File: src/rtl/if_id_fetch_stage.sv
// Fetch stage and IF/ID pipeline register with boot bubble, stall watchdog and
// optional stall/flush event counters (enabled by defining PERF_COUNTERS_EN).
module if_id_fetch_stage #(
  parameter logic [31:0] RESET_PC  = 32'h0000_0000,
  parameter logic [31:0] NOP_INSTR = 32'h0000_0000,
  parameter int unsigned MAX_STALL = 16
) (
  input  logic        Clk,
  input  logic        Reset_n,
  input  logic        PCoff,
  input  logic        IFID_writeOff,
  input  logic        flush,
  input  logic [1:0]  PCSrc,
  input  logic [31:0] Branch_Target,
  input  logic [31:0] Jump_Target,
  input  logic [31:0] JR_Target,
  input  logic [31:0] IMem_Data,
  output logic [31:0] IMem_Addr,
  output logic [31:0] PC,
  output logic [31:0] IFID_Instruction,
  output logic [31:0] IFID_PCPlus4,
  output logic        IFID_Valid,
  output logic [1:0]  Fetch_State,
  output logic        Stall_Timeout,
  output logic [31:0] Stall_Count,
  output logic [31:0] Flush_Count
);

  localparam logic [1:0]  ST_BOOT  = 2'b00;
  localparam logic [1:0]  ST_RUN   = 2'b01;
  localparam logic [1:0]  ST_STALL = 2'b10;
  localparam logic [1:0]  ST_FLUSH = 2'b11;
  localparam logic [16:0] MAX_STALL_C = {1'b0, 16'(MAX_STALL)};

  logic [1:0]  state_q, state_d;
  logic [31:0] pc_q, pc_d;
  logic [31:0] ifid_instr_q, ifid_instr_d;
  logic [31:0] ifid_pcp4_q, ifid_pcp4_d;
  logic        ifid_valid_q, ifid_valid_d;
  logic [15:0] wd_cnt_q, wd_cnt_d;
  logic        timeout_q, timeout_d;

  logic        in_boot_s, stall_s, stall_act_s, flush_act_s;
  logic [31:0] pc_plus4_s, redirect_s;
  logic [16:0] wd_inc_s;

  assign in_boot_s   = (state_q == ST_BOOT);
  assign stall_s     = PCoff | IFID_writeOff;
  assign stall_act_s = ~in_boot_s & stall_s;
  // A flush coinciding with any stall is dropped; the hazard unit re-issues it.
  assign flush_act_s = ~in_boot_s & flush & ~stall_s;
  assign pc_plus4_s  = pc_q + 32'd4;
  assign wd_inc_s    = {1'b0, wd_cnt_q} + 17'd1;

  always_comb begin
    case (PCSrc)
      2'b00:   redirect_s = pc_plus4_s;
      2'b01:   redirect_s = Branch_Target;
      2'b10:   redirect_s = Jump_Target;
      2'b11:   redirect_s = JR_Target;
      default: redirect_s = pc_plus4_s;
    endcase
  end

  always_comb begin
    state_d      = state_q;
    pc_d         = pc_q;
    ifid_instr_d = ifid_instr_q;
    ifid_pcp4_d  = ifid_pcp4_q;
    ifid_valid_d = ifid_valid_q;
    if (in_boot_s) begin
      state_d = ST_RUN;
    end else begin
      if (stall_s)    state_d = ST_STALL;
      else if (flush) state_d = ST_FLUSH;
      else            state_d = ST_RUN;

      if (PCoff)            pc_d = pc_q;
      else if (flush_act_s) pc_d = redirect_s;
      else                  pc_d = pc_plus4_s;

      if (IFID_writeOff) begin
        ifid_instr_d = ifid_instr_q;
      end else if (flush_act_s) begin
        ifid_instr_d = NOP_INSTR;
        ifid_pcp4_d  = 32'h0000_0000;
        ifid_valid_d = 1'b0;
      end else begin
        ifid_instr_d = IMem_Data;
        ifid_pcp4_d  = pc_plus4_s;
        ifid_valid_d = 1'b1;
      end
    end
  end

  // Watchdog: counts consecutive stall cycles, saturating at the limit.
  always_comb begin
    wd_cnt_d  = 16'd0;
    timeout_d = timeout_q;
    if (stall_act_s) begin
      wd_cnt_d  = (wd_inc_s > MAX_STALL_C) ? MAX_STALL_C[15:0] : wd_inc_s[15:0];
      timeout_d = timeout_q | (wd_inc_s >= MAX_STALL_C);
    end else begin
      wd_cnt_d  = 16'd0;
    end
  end

  always_ff @(posedge Clk or negedge Reset_n) begin
    if (!Reset_n) begin
      state_q      <= ST_BOOT;
      pc_q         <= RESET_PC;
      ifid_instr_q <= NOP_INSTR;
      ifid_pcp4_q  <= 32'h0000_0000;
      ifid_valid_q <= 1'b0;
      wd_cnt_q     <= 16'd0;
      timeout_q    <= 1'b0;
    end else begin
      state_q      <= state_d;
      pc_q         <= pc_d;
      ifid_instr_q <= ifid_instr_d;
      ifid_pcp4_q  <= ifid_pcp4_d;
      ifid_valid_q <= ifid_valid_d;
      wd_cnt_q     <= wd_cnt_d;
      timeout_q    <= timeout_d;
    end
  end

`ifdef PERF_COUNTERS_EN
  logic [31:0] stall_cnt_q, flush_cnt_q;

  always_ff @(posedge Clk or negedge Reset_n) begin
    if (!Reset_n) begin
      stall_cnt_q <= 32'd0;
      flush_cnt_q <= 32'd0;
    end else begin
      if (stall_act_s) stall_cnt_q <= stall_cnt_q + 32'd1;
      else             stall_cnt_q <= stall_cnt_q;
      if (flush_act_s) flush_cnt_q <= flush_cnt_q + 32'd1;
      else             flush_cnt_q <= flush_cnt_q;
    end
  end

  assign Stall_Count = stall_cnt_q;
  assign Flush_Count = flush_cnt_q;
`else
  assign Stall_Count = 32'h0000_0000;
  assign Flush_Count = 32'h0000_0000;
`endif

  assign IMem_Addr        = pc_q;
  assign PC               = pc_q;
  assign IFID_Instruction = ifid_instr_q;
  assign IFID_PCPlus4     = ifid_pcp4_q;
  assign IFID_Valid       = ifid_valid_q;
  assign Fetch_State      = state_q;
  assign Stall_Timeout    = timeout_q;

endmodule

File: config.mk
export PLATFORM = sky130hd
export DESIGN_NAME = if_id_fetch_stage
export DESIGN_NICKNAME = d
export VERILOG_FILES = /design/src/rtl/if_id_fetch_stage.sv
export SDC_FILE = /design/constraint.sdc
export NUM_CORES = 1
export LEC_CHECK = 0
export BUFFER_PORTS_ARGS = -buffer_cell sky130_fd_sc_hd__buf_2
export CORE_AREA = 2 2 128 130
export CTS_BUF_LIST = sky130_fd_sc_hd__clkbuf_8
export DETAILED_ROUTE_END_ITERATION = 12
export DIE_AREA = 0 0 130 132
export PLACE_DENSITY = 0.76
export SYNTH_ARGS = -nofsm -noshare
export SYNTH_HDL_FRONTEND = slang
export SYNTH_SLANG_ARGS = --single-unit
File: constraint.sdc
create_clock -name Clk -period 3.6 [get_ports Clk]
set_clock_uncertainty 0.1 [all_clocks]
set_input_delay 0.54 -clock Clk [delete_from_list [all_inputs] [get_ports Clk]]
set_output_delay 0.54 -clock Clk [all_outputs]
set_load 0.02 [all_outputs]
==> Yosys cells after proc, flatten, opt, wreduce, memory -nomap -nowiden <==
Cells that the tools add are included.
{ "word_totals": {"output_inout_bits": 196, "word_cells": 37, "ff_bits": 116, "inputBits": 135} }
{ "classes": {"n_eq_ne": 3, "addsub": 2, "n_mux": 10, "n_lt_le_gt_ge": 2, "n_reduce_logical": 4, "n_bitwise": 9} }
{ "ops": {"columns": ["cell", "count"], "rows": [
  ["32-bit case mux with 4 select lines", 1],
  ["32-bit 2-to-1 mux", 3],
  ["32-bit by 3-bit adder with 32-bit output (second input constant)", 1],
  ["16-bit 2-to-1 mux", 2],
  ["16-bit by 1-bit adder with 17-bit output (second input constant)", 1],
  ["17-bit by 5-bit greater-or-equal comparator with 1-bit output (second input constant)", 1],
  ["17-bit by 5-bit greater-than comparator with 1-bit output (second input constant)", 1],
  ["2-bit 2-to-1 mux", 3],
  ["2-bit == test (second input constant)", 2],
  ["2-bit zero test", 2],
  ["1-bit NOT", 4],
  ["2-bit AND reduction", 2],
  ["1-bit bitwise AND", 3],
  ["2-bit by 1-bit == test with 1-bit output (second input constant)", 1],
  ["1-bit OR", 2],
  ["1-bit 2-to-1 mux", 1]
]} }

==> Depth between registers and ports, before layout <==
Gate-level depths: netlist of run 1.
{ "logic_depth": {"depth_word": 5, "mapped_depth": 8, "depth_no_buf": 6} }

==> Least setup slack after synthesis of run 1 <==
OpenSTA, ideal clock, no wires.
{ "synth_path": {"kind": "register to register", "startpoint": "register wd_cnt_q[0]", "endpoint": "register timeout_q (netlist: Stall_Timeout)", "stages_incl_launch_ff": 8, "path_buffers": 1, "setup_time_ps": 126, "required_time_ps": 3374, "synth_period_minus_slack_ps": 2178, "arrival_time_ps": 1952, "setup_slack_ps": 1422, "cell_sequence": "dfrtp_1 ha_1 and4_4 buf_6 nor3b_2 or3_1 a22o_1 o32a_1"} }
{ "synth_via": {"elab_chain_len": 3} }
{ "synth_rtl": {"columns": ["item", "line_no", "text"], "rows": [
  ["start: declaration", "40", "logic [15:0] wd_cnt_q, wd_cnt_d;"],
  ["start signal: assignment", "123", "wd_cnt_q <= wd_cnt_d;"],
  ["16-bit by 1-bit adder with 17-bit output", "53", "assign wd_inc_s = {1'b0, wd_cnt_q} + 17'd1;"],
  ["17-bit by 5-bit greater-or-equal comparator with 1-bit output", "102", "timeout_d = timeout_q | (wd_inc_s >= MAX_STALL_C);"],
  ["1-bit OR", "102", null],
  ["end signal: assignment", "124", "timeout_q <= timeout_d;"],
  ["end: declaration", "41", "logic timeout_q, timeout_d;"]
]} }
Every way passes these cells.
A chain may end at the register's enable or synchronous reset.

==> Final worst setup path of run 1 <==
{ "layout_path": {"startpoint": "register pc_q[2] (netlist: IMem_Addr[2])", "endpoint": "register pc_q[30] (netlist: IMem_Addr[30])"} }
{ "layout_via": {"elab_chain_len": 3} }
{ "layout_rtl": {"columns": ["item", "line_no", "text"], "rows": [
  ["start: declaration", "36", "logic [31:0] pc_q, pc_d;"],
  ["start signal: assignment", "119", "pc_q <= pc_d;"],
  ["32-bit by 3-bit adder with 32-bit output (*)", "52", "assign pc_plus4_s = pc_q + 32'd4;"],
  ["32-bit case mux with 4 select lines", "56", "case (PCSrc)"],
  ["32-bit 2-to-1 mux (*)", "79", "else if (flush_act_s) pc_d = redirect_s;"]
]} }
Every way passes the cells marked *; elsewhere a longest branch is shown, timed or not.

==> summary.txt, run 1 <==
Outcome - completed
EDFF count, synth - 0
# hold bufs at CTS - 0
Sequential-to-total area share from yosys stat - 0.428
Crit Path Category - reg2reg
Vias in the first global route - 5,635
Worst Max-Slew Pin Slew - 0.858 ns
First-pass DRT Iterations - 5
Layout cell share with drive strength beyond 1 - 0.388
Pre-CTS WS - 0.795 ns
Final instance area - 8290 µm²
Top cells by count, synth - dfrtp_1, buf_4, nand2_1
Yosys reg bits - 116
Tmin final - 2.66 ns
Total Routing Usage GR - 0.223
Critical Path RT - 3.87 ns
Post-Synthesis Cell Area - 6780 µm²
Cells on worst reg2reg path - 6
Worst r2r src - IMem_Addr[2]$_DFFE_PN0P_
Most frequent cell after synthesis - dfrtp_1
RSZ-0062 raised after global routing - false
Largest net degree at the start of global routing - 71
Fmax - 376 MHz
Wirelength per Cell - 17.0 µm
Post-CTS setup buffer count - 0
Grt total ovfl - 0
Nets - 1,046
Antenna fix cells - 0
Startpoint type of the worst setup path - register
Peak VDD IR - 0.400 mV
Final wirelength - 19,300 µm
PortBufs - 266
Core box area - 15,700 µm²
Chip width - 130 µm
Die height - 132 µm
Reg-to-reg endpoint - IMem_Addr[30]$_DFFE_PN0P_
Fin crit share - 0.740
GPL Wtd Cong - 0.815
Total number of vias - 5,941
Yosys top cell area share - 0.428
DR iter-0 viols - 347
Via/cell ratio - 5.22
Slew Limit Fails - 0
MaxCap Viol Count - 0
Asr flop ratio synth - 1.00
Cts repair resizes - 0
DRC viols - 0
Area leader, netlist - dfrtp_1
DIE AREA - 17,200 µm²
Setup TNS - 0 ns
Initial core utilization - 0.431
Final setup viols - 0
Hpwl dp - 13,900 µm
CTS Buffer Depth - 2
FP Rows - 46
Initial antenna violation count - 0
Main flop type after synthesis - dfrtp_1
Syn-to-layout area delta - 22.3%
CP endpoint kind - register
Final total power - 4.94 mW
Synth top area cells - dfrtp_1, buf_4, mux2_2
Distinct cell type count after synthesis - 62
Root Buffer - clkbuf_8
CTS Sinks - 116
Max-Slew Margin vs Limit - 0.428
CTS tree - done
Power per cell area - 596 nW/µm²
I/O pin count - 331
Hold Path Class - in2async
Final WS setup - 0.937 ns
Num CTS Buffers - 17
WP data arrival - 2.93 ns
Clock-pin transition on the worst setup and hold timing paths - 0.08 ns
Leak - 3.98 nW
Placed cell area - 7860 µm²
Clock Latency Late Sink - 0.45 ns
R2r setup slk - 0.94 ns
CTS HTree Levels - 4
Global-route wire length before repair - 29,700 µm
Final Util - 0.527
Final hold vios - 0
Synth warn - 0
Hold Slack - 0.0116 ns
Non-Filler Instances - 1,138
Avg Cell Area, Syn - 9.94 µm²
Antenna Nets Post-Route - 0
Largest fanout on the critical path - 14
Synthesized instance count - 682
Placed Cells - 1,106
## state kept, by name, summed over array words and instances (netlist names)
signal	cells
IFID_PCPlus4	32
IFID_Valid	1
Fetch_State	2
Stall_Timeout	1
wd_cnt_q	16
IFID_Instruction	32
IMem_Addr	32
## cell families after synthesis
logic type                 after synthesis  synth area share
and+or+nand+nor                        147             0.113
buffers and inverters                  155             0.143
xor gates and xnor gates                33            0.0426
muxes                                   33            0.0545
AOI/OAI and AO/OA                      195             0.215
adders and majority gates                2           0.00369
other                                    1          0.000553
DFF                                    116             0.428
## cells in the final DEF, fill, tap and decap left out, types with 9 or more instances in the layout
cell type / count
and3_1: 10
o22a_1: 15
nor2_1: 20
a21oi_1: 25
inv_1: 11
mux2_2: 31
a22o_1: 36
a31oi_1: 9
nand2_1: 52
buf_4: 12
a221oi_1: 19
xnor2_1: 14
o21ai_0: 41
xor2_1: 19
dfrtp_1: 116
nand3_1: 16
buf_2: 265
conb_1: 75
clkbuf_8: 17
nand4_1: 10
a22oi_1: 9
## routing by layer
layer  share of wire  wire [µm]  track usage
met1            0.42       8120        0.282
met2            0.50       9620        0.377
met3           0.071       1380       0.0536
met4           0.011        220       0.0627
met5               0          0            0
## worst max-delay path: stages (launching register included)
cell and delay (ns):
dfrtp_1 0.55, ha_1 0.31, and4_1 0.31, and2_1 0.57
nand4_1 0.28, o32a_1 0.38, o21ai_0 0.07
## report_power, final
group	internal, mW	switching (mW)
clock network	0.703	0.605
logic	0.608	1.10
registers	1.58	0.345
total	2.89	2.05
## worst max path at each step
stage | slack, ns | start | to
finish | 0.94 | IMem_Addr[2]$_DFFE_PN0P_ | IMem_Addr[30]$_DFFE_PN0P_
global route | 0.71 | IMem_Addr[2]$_DFFE_PN0P_ | IFID_PCPlus4[30]$_DFFE_PN0P_
floorplan | 1.42 | wd_cnt_q[0]$_DFF_PN0_ | Stall_Timeout$_DFFE_PN0P_
global placement | 0.84 | PCSrc[1] | IMem_Addr[29]$_DFFE_PN0P_
detailed placement | 0.79 | PCSrc[1] | IMem_Addr[25]$_DFFE_PN0P_
CTS | 0.94 | IMem_Addr[2]$_DFFE_PN0P_ | IMem_Addr[30]$_DFFE_PN0P_
## area by class of cell
cell class	instances	area, µm²
Tap cell	216	270
Sequential cell	116	2900
Inverter	11	41.3
Multi-Input combinational cell	485	3210
Clock inverter	15	195
Timing Repair Buffer	278	1440
Fill cell	1481	7430
Clock buffer	17	234
Note: power is estimated with default switching activity, not from simulation.
==> inputs of run 2 (changes only) <==
--- a/config.mk
+++ b/config.mk
@@ -6,11 +6,10 @@
 export NUM_CORES = 1
 export LEC_CHECK = 0
 export BUFFER_PORTS_ARGS = -buffer_cell sky130_fd_sc_hd__buf_2
-export CORE_AREA = 2 2 128 130
+export CORE_UTILIZATION = 43
 export CTS_BUF_LIST = sky130_fd_sc_hd__clkbuf_8
 export DETAILED_ROUTE_END_ITERATION = 12
-export DIE_AREA = 0 0 130 132
-export PLACE_DENSITY = 0.76
+export PLACE_DENSITY = 0.78
 export SYNTH_ARGS = -nofsm -noshare
 export SYNTH_HDL_FRONTEND = slang
 export SYNTH_SLANG_ARGS = --single-unit
==> constraint.sdc (replaced) <==
create_clock -name Clk -period 2.35 [get_ports Clk]
set_clock_uncertainty 0.1 [all_clocks]
set_input_delay 0.3525 -clock Clk [delete_from_list [all_inputs] [get_ports Clk]]
set_output_delay 0.3525 -clock Clk [all_outputs]
set_load 0.02 [all_outputs]
==> run 2 against run 1 <==
Against the previous run:
- cell area increased by 2.6%
- setup slack got worse by 0.83 ns
- register-to-register slack got worse by 0.83 ns
- critical endpoint is now Stall_Timeout$_DFFE_PN0P_
- largest cell class unchanged
- largest power group unchanged
==> summary.txt, run 2 (synthesis gave the netlist of run 1 again) <==
Outcome - completed
Final setup viols - 0 (unchanged)
First-pass DRT Iterations - 5 (unchanged)
Crit path from - wd_cnt_q[0]$_DFF_PN0_
WP data arrival - 2.46 ns (-0.47 ns)
Wirelength per Cell - 16.8 µm (-0.88%)
Pint - 4.64 mW (+61%)
Total Routing Usage GR - 0.242 (+0.0191)
Root Buffer - clkbuf_8
Placed cell area - 8050 µm² (+2.5%)
Commonest non-fill, non-tap cells in the layout - buf_2, dfrtp_1, conb_1, nand2_1, o21ai_0
Worst r2r src - wd_cnt_q[0]$_DFF_PN0_
Num CTS Buffers - 17 (unchanged)
Power per cell area - 907 nW/µm² (+52%)
Core box area - 15,300 µm² (-2.5%)
Tmin final - 2.24 ns (-0.421 ns)
Hpwl dp - 14,200 µm (+1.9%)
CTS tree - done
Hold Path Class - in2reg
Vias in the first global route - 5,584 (-0.91%)
Via/cell ratio - 5.22 (about the same)
Non-Filler Instances - 1,154 (+1.4%)
CTS HTree Levels - 4 (unchanged)
Most common cell after layout, fill and taps aside - buf_2
GPL Wtd Cong - 0.857 (+5.1%)
Layout cell share with drive strength beyond 1 - 0.402 (+0.0136)
PortBufs - 266 (unchanged)
Share of power burned in registers - 0.371 (-0.018)
Largest net degree at the start of global routing - 74 (+4.2%)
CTS Sinks - 116 (unchanged)
Antenna fix cells - 0 (unchanged)
I/O pin count - 331 (unchanged)
FP Rows - 45 (-2.2%)
Setup TNS - 0 ns (unchanged)
Switching power - 3.07 mW (+50%)
Syn-to-layout area delta - 25.5%
Placed Cells - 1,121 (+1.4%)
Leak - 4.12 nW (+3.5%)
Clock-pin transition on the worst setup and hold timing paths - 0.07 ns (about the same)
Final hold vios - 0 (unchanged)
DRC viols - 0 (unchanged)
DR iter-0 viols - 395 (+14%)
FILL cells - 1,407 (-5.0%)
FF/Latch Area - 2900 µm² (unchanged)
Crit Path Category - reg2reg
Critical Path RT - 2.57 ns (-1.30 ns)
Grt total ovfl - 0 (unchanged)
Final instance area - 8510 µm² (+2.6%)
Die height - 128 µm (-3.4%)
Part of the power in the clock network - 0.266 (about the same)
Largest fanout on the critical path - 7 (-7)
Initial antenna violation count - 0 (unchanged)
Startpoint type of the worst setup path - register
Slew Limit Fails - 0 (unchanged)
Worst Max-Slew Pin Slew - 0.655 ns (-0.203 ns)
RSZ-0062 raised after global routing - false
Worst Hold Launch - IMem_Data[15]
Peak VDD IR - 0.529 mV (+32%)
Global-route wire length before repair - 30,100 µm (+1.4%)
Final wirelength - 19,400 µm (+0.51%)
Max-Slew Margin vs Limit - 0.563 (+0.135)
Combinational Power Share - 0.363 (+0.017)
Antenna Nets Post-Route - 0 (unchanged)
CP endpoint kind - register
Area occupied by multi-input gates - 3210 µm² (about the same)
Sw frac - 0.398 (-0.0169)
MaxCap Viol Count - 0 (unchanged)
Initial core utilization - 0.443 (+0.0112)
Fmax - 446 MHz (+19%)
Chip width - 128 µm (-1.9%)
Nets - 1,067 (+2.0%)
Clock Latency Late Sink - 0.43 ns (-0.02 ns)
Total number of vias - 6,028 (+1.5%)
Fin crit share - 0.954 (+0.214)
CTS Buffer Depth - 2 (unchanged)
DIE AREA - 16,300 µm² (-5.2%)
[run 2: cell types whose count changed in the layout (fill, tap and decap cells not counted), sizes merged]
cell	delta
clkbuf	+2
dlygate4sd3	+1
buf	+20
clkinvlp	-2
inv	-6
clkinv	+5
bufinv	+1
[run 2: timing repair]
item / 4_1_cts / 5_1_grt
hold buffers: 1 / 0
gates resized for setup: 0 / 1
hold endpoints to repair: 30 / 0
endpoints found under the setup margin: 0 / 1
setup buffers: 0 / 0
[run 2: layout make-up]
class / count / share of cell area
well taps: 211 / 0.0310
flip-flops and latches: 116 / 0.341
clock buffers: 19 / 0.0307
inverters: 11 / 0.00485
multi-input cells: 485 / 0.377
clock inverters: 13 / 0.0213
repair buffers: 299 / 0.194
[run 2: metrics by stage]
stage	utilization	hold WS, ns	power [mW]	setup slack (ns)
global route	0.555	0.00540	8.15	0.0134
finish	0.555	0.0338	7.72	0.108
floorplan	-	-0.0431	4.83	0.172
detailed placement	0.526	0.234	5.70	0.109
global placement	0.526	0.228	5.66	0.154
CTS	0.555	0.00757	7.77	0.0926
[run 2: layer usage]
metal	track usage	up-vias	share of wire
met5	0	-	0
met4	0.0735	0	0.0097
met3	0.0641	21	0.080
met2	0.415	293	0.50
met1	0.296	2888	0.41
li1	-	2826	-
[run 2: final timing paths]
check                                                   end  slack [ns]  cells after the start
setup reg to reg                  Stall_Timeout$_DFFE_PN0P_        0.11                      6
min in group asynchronous             wd_cnt_q[6]$_DFF_PN0_        0.31                      2
setup / recovery                  Stall_Timeout$_DFFE_PN0P_        0.11                      6
hold / removal             IFID_Instruction[15]$_DFFE_PN0P_        0.03                      2
hold reg to reg                IFID_PCPlus4[31]$_DFFE_PN0P_        0.37                      2
max in group asynchronous          IMem_Addr[2]$_DFFE_PN0P_        1.21                      3
[run 2: power groups by stage]
stage / combinational (mW) / clock [mW] / sequential (mW)
6_report: 2.80 / 2.05 / 2.86
5_1_grt: 3.02 / 2.20 / 2.93
3_3_place_gp: 2.79 / 0 / 2.87
2_1_floorplan: 1.48 / 0 / 3.35
3_5_place_dp: 2.81 / 0 / 2.89
4_1_cts: 2.82 / 2.09 / 2.86
[run 2: worst max-delay path, cell delays in order (launching register included)]
cell and delay, ns:
dfrtp_1 0.45, ha_1 0.29, and4_4 0.20, a2111oi_4 0.33, a41oi_1 0.08, a22o_2 0.33
o32a_1 0.35
==> inputs of run 3 (changes only) <==
--- a/config.mk
+++ b/config.mk
@@ -6,10 +6,11 @@
 export NUM_CORES = 1
 export LEC_CHECK = 0
 export BUFFER_PORTS_ARGS = -buffer_cell sky130_fd_sc_hd__buf_2
-export CORE_UTILIZATION = 43
+export CORE_UTILIZATION = 38
 export CTS_BUF_LIST = sky130_fd_sc_hd__clkbuf_8
 export DETAILED_ROUTE_END_ITERATION = 12
-export PLACE_DENSITY = 0.78
+export HOLD_SLACK_MARGIN = 0.12
+export PLACE_DENSITY = 0.71
 export SYNTH_ARGS = -nofsm -noshare
 export SYNTH_HDL_FRONTEND = slang
 export SYNTH_SLANG_ARGS = --single-unit
==> run 3 against run 2 <==
Against the previous run:
- worst hold slack improved by 0.14 ns
- combinational power rose by 4%
- via count rose by 3.4%
- utilization fell by 3.9 points
- critical path depth rose by 2
- fmax rose by 0.26%
- first-iteration DRC count fell by 16%
- global-route usage fell by 1.7 points
- setup slack improved by 0.0057 ns
- non-clock buffer count rose by 46
- clock power barely moved
==> summary.txt, run 3 (synthesis gave the netlist of run 1 again) <==
Leak - 4.32 nW (+4.7%)
Area occupied by multi-input gates - 3220 µm² (+0.27%)
Pint - 4.65 mW (+0.22%)
Final wirelength - 20,900 µm (+7.4%)
Power per cell area - 870 nW/µm² (-4.1%)
Root Buffer - clkbuf_8
Vias in the first global route - 5,768 (+3.3%)
DR iter-0 viols - 332 (-16%)
Max-Slew Margin vs Limit - 0.570 (+0.00647)
Via/cell ratio - 5.13 (-1.7%)
Core box area - 17,400 µm² (+13%)
Hold Path Class - in2reg
CTS Sinks - 116 (unchanged)
WP data arrival - 2.46 ns (about the same)
CTS HTree Levels - 4 (unchanged)
Hpwl dp - 14,900 µm (+5.5%)
GPL Wtd Cong - 0.876 (+2.3%)
Worst Max-Slew Pin Slew - 0.645 ns (-0.00971 ns)
Critical-path cell list - dlygate4sd3_1, buf_2, o21bai_4, or3_4, buf_4, a221oi_1, a41oi_1, o22a_1
Syn-to-layout area delta - 32.1%
FF/Latch Area - 2900 µm² (unchanged)
Crit-path slowest cell - dlygate4sd3_1
Share of power burned in registers - 0.366 (-0.005)
Final hold vios - 0 (unchanged)
Non-Filler Instances - 1,214 (+5.2%)
Switching power - 3.14 mW (+2.1%)
CTS Buffer Depth - 2 (unchanged)
Outcome - completed
DRC viols - 0 (unchanged)
Final WS setup - 0.114 ns (+0.00574 ns)
Combinational Power Share - 0.375 (+0.012)
I/O pin count - 331 (unchanged)
Final Util - 0.516 (-0.0395)
MaxCap Viol Count - 0 (unchanged)
Die height - 136 µm (+6.3%)
Wirelength per Cell - 17.2 µm (+2.1%)
Antenna fix cells - 0 (unchanged)
RSZ-0062 raised after global routing - false
PortBufs - 266 (unchanged)
DIE AREA - 18,400 µm² (+13%)
Layout cell share with drive strength beyond 1 - 0.392 (-0.00959)
Fmax - 447 MHz (+0.26%)
Setup TNS - 0 ns (unchanged)
CP peak stage delay - 0.53 ns (+0.08 ns)
Nets - 1,113 (+4.3%)
Total Routing Usage GR - 0.225 (-0.0168)
Initial antenna violation count - 0 (unchanged)
Peak VDD IR - 0.444 mV (-16%)
Antenna Nets Post-Route - 0 (unchanged)
Hold Slack - 0.171 ns (+0.137 ns)
Largest net degree at the start of global routing - 46 (-38%)
Grt total ovfl - 0 (unchanged)
CP endpoint kind - register
Placed Cells - 1,144 (+2.1%)
Commonest non-fill, non-tap cells in the layout - buf_2, dfrtp_1, conb_1, nand2_1, o21ai_0
Worst path bufs/invs - 3 (+3)
Final instance area - 8950 µm² (+5.3%)
Sw frac - 0.403 (+0.00446)
Num CTS Buffers - 17 (unchanged)
CTS tree - done
Startpoint type of the worst setup path - primary input
Part of the power in the clock network - 0.260 (-0.006)
FILL cells - 1,595 (+13%)
Critical Path RT - 2.57 ns (about the same)
Slew Limit Fails - 0 (unchanged)
Crit Path Category - in2reg
Placed cell area - 8120 µm² (+0.90%)
Tmin final - 2.24 ns (-0.00574 ns)
Fin crit share - 0.951 (-0.00244)
Global-route wire length before repair - 31,100 µm (+3.4%)
Clock-pin transition on the worst setup and hold timing paths - 0.08 ns (about the same)
Final setup viols - 0 (unchanged)
Cell family with most CP delay - buffers and inverters
Final total power - 7.79 mW (+0.97%)
Clock Latency Late Sink - 0.43 ns (about the same)
Initial core utilization - 0.390 (-0.0521)
FP Rows - 48 (+6.7%)
Chip width - 136 µm (+6.3%)
Total number of vias - 6,233 (+3.4%)
Most common cell after layout, fill and taps aside - buf_2
First-pass DRT Iterations - 5 (unchanged)
Largest fanout on the critical path - 11 (+4)
Pre-CTS WS - 0.0842 ns (-0.0250 ns)
Post-CTS setup buffer count - 0 (unchanged)
-- run 3: final timing paths --
path	from	end	slack [ns]	cells after the start
min	PCoff	Fetch_State[1]$_DFF_PN0_	0.17	3
max in group asynchronous	Reset_n	IMem_Addr[22]$_DFFE_PN0P_	1.11	3
max reg2reg	wd_cnt_q[0]$_DFF_PN0_	Stall_Timeout$_DFFE_PN0P_	0.18	6
min reg2reg	IFID_PCPlus4[14]$_DFFE_PN0P_	IFID_PCPlus4[14]$_DFFE_PN0P_	0.38	2
min in group asynchronous	Reset_n	IFID_PCPlus4[13]$_DFFE_PN0P_	0.40	2
max	IFID_writeOff	IMem_Addr[8]$_DFFE_PN0P_	0.11	8
-- run 3: what timing repair did --
item / CTS / global route
hold buffers: 38 / 0
gates resized for setup: 0 / 2
hold endpoints to repair: 79 / 0
endpoints found under the setup margin: 0 / 14
-- run 3: worst register-to-register path: stages (launching register included) --
cell       delay (ns)
dfrtp_1          0.39
ha_1             0.25
and4_4           0.20
a2111oi_4        0.34
a41oi_1          0.08
a22o_1           0.34
o32a_1           0.36
-- run 3: power by group through the flow --
stage / logic [mW] / clock network, mW / registers, mW
2_1_floorplan: 1.48 / 0 / 3.35
3_3_place_gp: 2.85 / 0 / 2.86
3_5_place_dp: 2.87 / 0 / 2.88
4_1_cts: 2.93 / 2.09 / 2.84
5_1_grt: 3.12 / 2.18 / 2.91
6_report: 2.92 / 2.02 / 2.85
-- run 3: routing by layer --
metal	GRT usage	wire, µm
met4	0.0905	501
met2	0.366	10000
met3	0.0404	1370
met1	0.295	8970
met5	0	0
-- run 3: area by class of cell --
class,count,share of cell area
clock inverter,15,0.0231
sequential,116,0.324
clock buffer,17,0.0261
timing repair buffer,345,0.231
multi-input combinational,485,0.359
tap,225,0.0314
inverter,11,0.00461
